File: src/rtl/pipe_ctrl_pkg.sv
// Shared definitions for the pipeline sequencing controller: FSM state encoding,
// default drain depth, bubble NOP encoding and the per-stage control bundle.
package pipe_ctrl_pkg;

  typedef enum logic [1:0] {
    PC_ST_RUN    = 2'd0,
    PC_ST_MWAIT  = 2'd1,
    PC_ST_DRAIN  = 2'd2,
    PC_ST_HALTED = 2'd3
  } pc_state_e;

  // DEC-to-WB pipeline gap; default number of drain cycles.
  localparam int unsigned PPGAP_DEC2WB = 4;

  // Instruction word loaded into a stage register when a bubble is inserted.
  localparam logic [31:0] PIPE_NOP = 32'h0000_0013;

  typedef struct packed {
    logic stall_if;
    logic stall_dec;
    logic stall_ex;
    logic stall_mem;
    logic bubble_ex;
    logic bubble_wb;
    logic flush_if;
    logic flush_dec;
    logic pc_load;
    logic halted;
  } pc_ctrl_t;

  // Width of a down-counter that holds values 0..cycles-1 (at least 1 bit).
  function automatic int unsigned drain_cnt_w(input int unsigned cycles);
    return (cycles > 1) ? $clog2(cycles) : 1;
  endfunction

endpackage

File: src/rtl/pipe_perf_cnt.sv
// Saturating performance counter: counts enabled cycles, sticks at all-ones.
module pipe_perf_cnt #(
  parameter int unsigned CNT_W = 16
) (
  input  logic             clk,
  input  logic             rst_n,
  input  logic             inc,
  output logic [CNT_W-1:0] cnt
);

  always_ff @(posedge clk or negedge rst_n) begin
    if (!rst_n) begin
      cnt <= '0;
    end else if (inc && (cnt != '1)) begin
      cnt <= cnt + CNT_W'(1);
    end
  end

endmodule

File: src/rtl/pipe_ctrl.sv
// Pipeline sequencing controller: per-stage stall/flush/bubble from hazards, memory wait
// and debug halt. Optional perf counters are built when PIPE_CTRL_PERF_EN is defined.
module pipe_ctrl
  import pipe_ctrl_pkg::*;
#(
  parameter int unsigned DRAIN_CYCLES = PPGAP_DEC2WB,
  parameter int unsigned CNT_W        = 16
) (
  input  logic             clk,
  input  logic             rst_n,
  input  logic             ddep_conflict_i,
  input  logic             br_taken_i,
  input  logic             mem_busy_i,
  input  logic             halt_req_i,
  input  logic             resume_i,
  output logic             stall_if_o,
  output logic             stall_dec_o,
  output logic             stall_ex_o,
  output logic             stall_mem_o,
  output logic             bubble_ex_o,
  output logic             bubble_wb_o,
  output logic             flush_if_o,
  output logic             flush_dec_o,
  output logic             pc_load_o,
  output logic             halted_o,
  output logic [1:0]       state_o,
  output logic [CNT_W-1:0] stall_cnt_o,
  output logic [CNT_W-1:0] flush_cnt_o
);

  localparam int unsigned    DW         = drain_cnt_w(DRAIN_CYCLES);
  localparam logic [DW-1:0]  DRAIN_LOAD = DW'(DRAIN_CYCLES - 1);

  pc_state_e     state, state_nxt;
  logic [DW-1:0] drain_cnt, drain_cnt_nxt;
  logic          halt_lat, halt_lat_nxt;
  logic          halt_pend;
  pc_ctrl_t      ctl;

  assign halt_pend = halt_lat | halt_req_i;

  always_ff @(posedge clk or negedge rst_n) begin
    if (!rst_n) begin
      state     <= PC_ST_RUN;
      drain_cnt <= '0;
      halt_lat  <= 1'b0;
    end else begin
      state     <= state_nxt;
      drain_cnt <= drain_cnt_nxt;
      halt_lat  <= halt_lat_nxt;
    end
  end

  always_comb begin : next_state
    state_nxt     = state;
    drain_cnt_nxt = drain_cnt;
    halt_lat_nxt  = halt_lat;
    unique case (state)
      PC_ST_RUN: begin
        if (mem_busy_i) begin
          state_nxt = PC_ST_MWAIT;
        end else if (!br_taken_i && halt_pend) begin
          state_nxt     = PC_ST_DRAIN;
          drain_cnt_nxt = DRAIN_LOAD;
        end
      end
      PC_ST_MWAIT: begin
        if (!mem_busy_i) begin
          if (halt_lat) begin
            state_nxt     = PC_ST_DRAIN;
            drain_cnt_nxt = DRAIN_LOAD;
          end else begin
            state_nxt = PC_ST_RUN;
          end
        end
      end
      PC_ST_DRAIN: begin
        // A taken branch refills DEC..WB, so the drain restarts from full length.
        if (mem_busy_i) begin
          state_nxt = PC_ST_MWAIT;
        end else if (br_taken_i) begin
          drain_cnt_nxt = DRAIN_LOAD;
        end else if (!ddep_conflict_i) begin
          if (drain_cnt == '0) begin
            state_nxt = PC_ST_HALTED;
          end else begin
            drain_cnt_nxt = drain_cnt - DW'(1);
          end
        end
      end
      PC_ST_HALTED: begin
        if (resume_i) begin
          state_nxt = PC_ST_RUN;
        end
      end
    endcase

    if (state_nxt == PC_ST_HALTED) begin
      halt_lat_nxt = 1'b0;
    end else if (state != PC_ST_HALTED && halt_req_i) begin
      halt_lat_nxt = 1'b1;
    end
  end

  always_comb begin : outputs
    ctl = '0;
    if (state == PC_ST_HALTED) begin
      ctl.stall_if  = 1'b1;
      ctl.stall_dec = 1'b1;
      ctl.stall_ex  = 1'b1;
      ctl.stall_mem = 1'b1;
      ctl.bubble_wb = 1'b1;
      ctl.halted    = 1'b1;
    end else begin
      if (mem_busy_i) begin
        ctl.stall_if  = 1'b1;
        ctl.stall_dec = 1'b1;
        ctl.stall_ex  = 1'b1;
        ctl.stall_mem = 1'b1;
        ctl.bubble_wb = 1'b1;
      end else if (br_taken_i) begin
        ctl.pc_load   = 1'b1;
        ctl.flush_if  = 1'b1;
        ctl.flush_dec = 1'b1;
      end else if (ddep_conflict_i) begin
        ctl.stall_if  = 1'b1;
        ctl.stall_dec = 1'b1;
        ctl.bubble_ex = 1'b1;
      end
      if (state == PC_ST_DRAIN) begin
        ctl.stall_if = 1'b1;
        ctl.flush_if = 1'b1;
      end
    end
  end

  assign stall_if_o  = ctl.stall_if;
  assign stall_dec_o = ctl.stall_dec;
  assign stall_ex_o  = ctl.stall_ex;
  assign stall_mem_o = ctl.stall_mem;
  assign bubble_ex_o = ctl.bubble_ex;
  assign bubble_wb_o = ctl.bubble_wb;
  assign flush_if_o  = ctl.flush_if;
  assign flush_dec_o = ctl.flush_dec;
  assign pc_load_o   = ctl.pc_load;
  assign halted_o    = ctl.halted;
  assign state_o     = state;

`ifdef PIPE_CTRL_PERF_EN
  // bubble_ex is asserted exactly in cycles where a data conflict stalls DEC.
  pipe_perf_cnt #(.CNT_W(CNT_W)) u_stall_cnt (
    .clk   (clk),
    .rst_n (rst_n),
    .inc   (ctl.bubble_ex),
    .cnt   (stall_cnt_o)
  );

  pipe_perf_cnt #(.CNT_W(CNT_W)) u_flush_cnt (
    .clk   (clk),
    .rst_n (rst_n),
    .inc   (ctl.pc_load),
    .cnt   (flush_cnt_o)
  );
`else
  assign stall_cnt_o = '0;
  assign flush_cnt_o = '0;
`endif

endmodule

File: config.mk
export PLATFORM = sky130hd
export DESIGN_NAME = pipe_ctrl
export DESIGN_NICKNAME = d
export VERILOG_FILES = /design/src/rtl/pipe_ctrl_pkg.sv /design/src/rtl/pipe_perf_cnt.sv /design/src/rtl/pipe_ctrl.sv
export SDC_FILE = /design/constraint.sdc
export NUM_CORES = 1
export LEC_CHECK = 0
export BUFFER_PORTS_ARGS = -buffer_cell sky130_fd_sc_hd__buf_2
export CORE_UTILIZATION = 41
export CTS_CLUSTER_DIAMETER = 40
export DETAILED_ROUTE_END_ITERATION = 6
export PLACE_DENSITY = 0.77
export SKIP_CTS_REPAIR_TIMING = 1
export SLEW_MARGIN = 5
export SYNTH_ARGS = -nofsm -noshare
export SYNTH_HDL_FRONTEND = slang
export SYNTH_HIERARCHICAL = 1
export SYNTH_SLANG_ARGS = --single-unit
File: constraint.sdc
create_clock -name clk -period 1.8 [get_ports clk]
set_input_delay 0 -clock clk [delete_from_list [all_inputs] [get_ports clk]]
set_output_delay 0 -clock clk [all_outputs]
set_load 0.02 [all_outputs]
**Word level (Yosys, flattened, before mapping)**

Index checks and enable logic that the tools add are counted.

- Flip-flop bits (word level): 5
- Bits in writable memories: 0
- Bits of input ports: 7
- Memories: 0
- Bits in latches: 0
- Bits in read-only memories: 0

- Multiply operators: 0
- Add/sub/neg operators: 1
- Multiplexer cells: 38
- Bitwise operators: 1
- Eq/ne operators: 12
- Reductions and logical operators: 8
- Shift operators: 0
- $lt $le $gt $ge: 0
- Div/mod/pow operators: 0

Operator list:

| kind | number |
|---|---|
| $mux W2 | 21 |
| $ne A2 B2 Y1 const B | 6 |
| $mux W1 | 11 |
| $mux W3 | 3 |
| $pmux W2 S4 | 1 |
| $reduce_and A8 Y1 | 1 |
| $eq A2 B2 Y1 const B | 3 |
| $ne A3 B3 Y1 const B | 2 |
| $pmux W2 S3 | 1 |
| $logic_not A2 Y1 | 2 |
| $mux W4 | 1 |
| $reduce_bool A3 Y1 | 1 |
| $eq A2 B1 Y1 const B | 1 |
| $logic_and A1 B1 Y1 | 2 |
| $reduce_bool A2 Y1 | 1 |
| $sub A2 B1 Y2 const B | 1 |
| $logic_not A1 Y1 | 1 |
| $or A1 B1 Y1 | 1 |

**Logic depth before layout (Yosys ltp)**

- Word-level depth: 8
- Mapped depth: 6

**Worst setup path after synthesis**

No wires, ideal clock.

- Path type: register -> output
- Start point: reg state[0], in the netlist state_o[0]
- End point: out pc_load_o
- Setup slack: 0.004 ns
- Arrival time: 1.796 ns
- Required time: 1.800 ns
- Path buffers: 1
- Cell stages (with the launch flop): 5
- Path through: dfrtp_1 -> ha_1 -> or2_2 -> nor2_1 -> buf_4

- Word-level cells in the longest chain between the ends: 2

RTL lines:

| item | RTL line | text |
|---|---|---|
| start, declared | pipe_ctrl.sv:34 | `pc_state_e state, state_nxt;` |
| start signal, assigned | pipe_ctrl.sv:48 | `state <= state_nxt;` |
| $eq A2 B2 Y1 | pipe_ctrl.sv:107 | `if (state == PC_ST_HALTED) begin` |
| $mux W3 | pipe_ctrl.sv:107 |  |
| end, declared | pipe_ctrl.sv:24 | `output logic pc_load_o,` |

No other way between the ends.

**Worst setup path after layout**

- Start point: reg state[1], in the netlist state_o[1]
- End point: out stall_dec_o

- Word-level cells in the longest chain between the ends: 2

RTL lines:

| item | RTL line | text |
|---|---|---|
| $eq A2 B2 Y1 | pipe_ctrl.sv:107 |  |
| $mux W4 | pipe_ctrl.sv:107 |  |
| end, declared | pipe_ctrl.sv:17 | `output logic stall_dec_o,` |

No other way between the ends.

==> impl_results.md <==
* Cell family with most CP delay: simple AND/OR/NAND/NOR gates
* WP data arrival at 1.66 ns
* Worst setup path start: state_o[1]$_DFF_PN0_
* Max Cap Viol at 0
* Area Growth Syn to Fin at 4.19%
* Syn Inst Count at 89
* Commonest cells after routing, fill and taps aside: conb_1 (32), buf_2 (18), inv_1 (7), nand2_1 (5), dfrtp_1 (5)
* Total grt overflow at 0
* First-pass GRT wire length at 1.74 mm
* H-Tree Depth at 1
* R2r worst-path depth at 6
* Setup slack, reg-to-reg at 0.14 ns
* Fmax at 0.602 GHz
* Max VDD drop at 0.627 mV
* Register area share after synthesis at 16.8%
* DRC at 0
* CTS root buffer: clkbuf_4
* Starting DRT DRC Count at 7
* Placeable Area at 1710 sq um
* Reg clk slew, reported paths at 0.04 ns
* Sequence of cells on the critical path: buf_4 > ha_1 > or2_2 > nand2b_1 > buf_2
* Total Nets Final at 123
* Clk sinks at 5
* Ys Warns at 6
* Routed vias at 555
* Req. time, crit path at 1.80 ns
* Crit path capture: stall_dec_o
* Final Hold Fails at 0
* Routed wire length at 1.14 mm
* Final period util at 92.3%
* Die H at 44.7 um
* Antenna Cells at 0
* Post-Syn Area per Cell at 8.39 sq um
* Vias per cell at 4.11
* Worst-Skew Late Latency at 0.24 ns
* Leakage at 0.413 nW
* Setup_tns at 0 ns
* Layout cells sized above 1 at 29.1%
* Critical Path Start Type: flop
* Initial antenna violation count at 0
* Starting Density at 43.7%
* GR Util All Layers at 12.1%
* DP HPWL at 956 um
* Rows at 15
* Most used flip-flop cell after synthesis: dfrtp_1
* Crit Path Category: reg2out
* Setup violators final at 0
* Buffers on Ports at 18
* CTS Buffer Depth at 2
* Critical Path Max Stage Delay at 0.40 ns
* Vias in the first global route at 437
* Cell Area, Synth at 747 sq um
* RSZ-0062 raised after global routing: no
* Detail Route Antenna Nets at 0
* Worst path slowest cell: dfrtp_1
* Buf/Inv on CP at 2
* R2R Path End: drain_cnt[1]$_DFFE_PN0P_
* Pre-antenna DRT Iters at 4
* Chip width at 44.7 um
* Max Slew Vio Count at 0
* Pwr dens at 1280 nW/um^2
* Status: completed
* Final min period at 1.66 ns
* Total Die Area at 2000 sq um
* Post-synth EDFFs at 0
* Routability cong. at 0.864
* Worst Hold Class: in2async
* Clock Skews at 0.00175 ns
* Asr flop ratio synth at 100%
* Max FO, Critical Path at 6
* Flops & latches, synth at 5
* TritonCTS buffer count at 3
* Final hold slack at 0.0993 ns
* CTS tree: built
* Synth unique cells at 28
* Crit Reg-Reg Startpoint: state_o[0]$_DFF_PN0_
* CP endpoint kind: output port
* CP Depth at 5
* Largest net degree at the start of global routing at 8
* PnR Total Power at 0.000997 W
* Wire length per cell at 8.41 um
* Most common cell after layout, fill and taps aside: conb_1
* # IOs at 51
-- per-stage QoR --
step	util (%)	cells	instance area, sq um	setup slack, ns
after floorplan	-	120	863	0.00400
after CTS	44.7	134	763	0.0329
final	45.6	135	778	0.139
after global routing	45.6	135	778	0.00497
after global placement	43.2	130	737	0.125
after detailed placement	43.2	130	737	0.0476
-- cells in the mapped netlist, types with 2 or more instances --
| master | count | area, sq um |
|---|---|---|
| ha_1 | 5 | 62.6 |
| o21ai_1 | 2 | 10.0 |
| nor2b_1 | 4 | 25.0 |
| buf_4 | 35 | 263 |
| mux2_1 | 2 | 22.5 |
| inv_1 | 7 | 26.3 |
| o211ai_1 | 2 | 15.0 |
| o22ai_1 | 2 | 12.5 |
| dfrtp_1 | 5 | 125 |
| nor2_1 | 3 | 11.3 |
| nand2_1 | 5 | 18.8 |
-- where the power goes --
part	switching [W]	internal, W	total [W]
clock	0.0000427	0.0000836	0.000126
combinational	0.000423	0.000254	0.000677
sequential	0.0000449	0.000148	0.000193
-- final cells by class --
cell class | instances | area [sq um]
fill | 171 | 930
multi-input combinational | 73 | 454
sequential | 5 | 125
timing repair buffer | 21 | 115
tap | 25 | 31.3
clock buffer | 4 | 26.3
inverter | 7 | 26.3
-- layer usage --
metal	vias to the layer above	part of all wire (%)	global-route usage (%)
li1	271	-	-
met5	-	0	0
met2	41	48	20.6
met4	0	0	7.27
met1	243	41	13.9
met3	0	11	2.45
-- cells by family (layout without fill, tap and decap cells) --
| group | after synthesis | count (layout) | synth area share, % |
|---|---|---|---|
| AOI/OAI and AO/OA | 17 | 17 | 20.4 |
| adders and majority gates | 5 | 5 | 8.38 |
| buffers and inverters | 42 | 32 | 38.7 |
| DFF | 5 | 5 | 16.8 |
| muxes | 2 | 2 | 3.01 |
| other | 1 | 32 | 0.502 |
| and+or+nand+nor | 17 | 17 | 12.2 |
-- state kept, by name, summed over array words and instances, names as in the netlist --
name and flops:
state_o 2, drain_cnt 2, halt_lat 1
-- how the worst min path moves through the flow --
| stage | start | endpoint | slack (ns) | depth (start not counted) |
|---|---|---|---|---|
| CTS | rst_n | drain_cnt[1]$_DFFE_PN0P_ | -0.44 | 1 |
| floorplan | rst_n | drain_cnt[0]$_DFFE_PN0P_ | -0.30 | 0 |
| global placement | rst_n | halt_lat$_DFFE_PN0P_ | -0.18 | 1 |
| global route | rst_n | drain_cnt[1]$_DFFE_PN0P_ | 0.11 | 2 |
| finish | rst_n | state_o[0]$_DFF_PN0_ | 0.1 | 2 |
| detailed placement | rst_n | drain_cnt[1]$_DFFE_PN0P_ | -0.18 | 1 |
-- worst register-to-register path: cells and delay by family (launching register included) --
| family | cells | cell delay [ns] |
|---|---|---|
| mux | 1 | 0.35 |
| simple gates | 1 | 0.21 |
| compound gates | 2 | 0.19 |
| fa+ha+maj | 1 | 0.23 |
| buf+inv | 1 | 0.14 |
| flops | 1 | 0.43 |
Power figures use the tool's default switching activity.
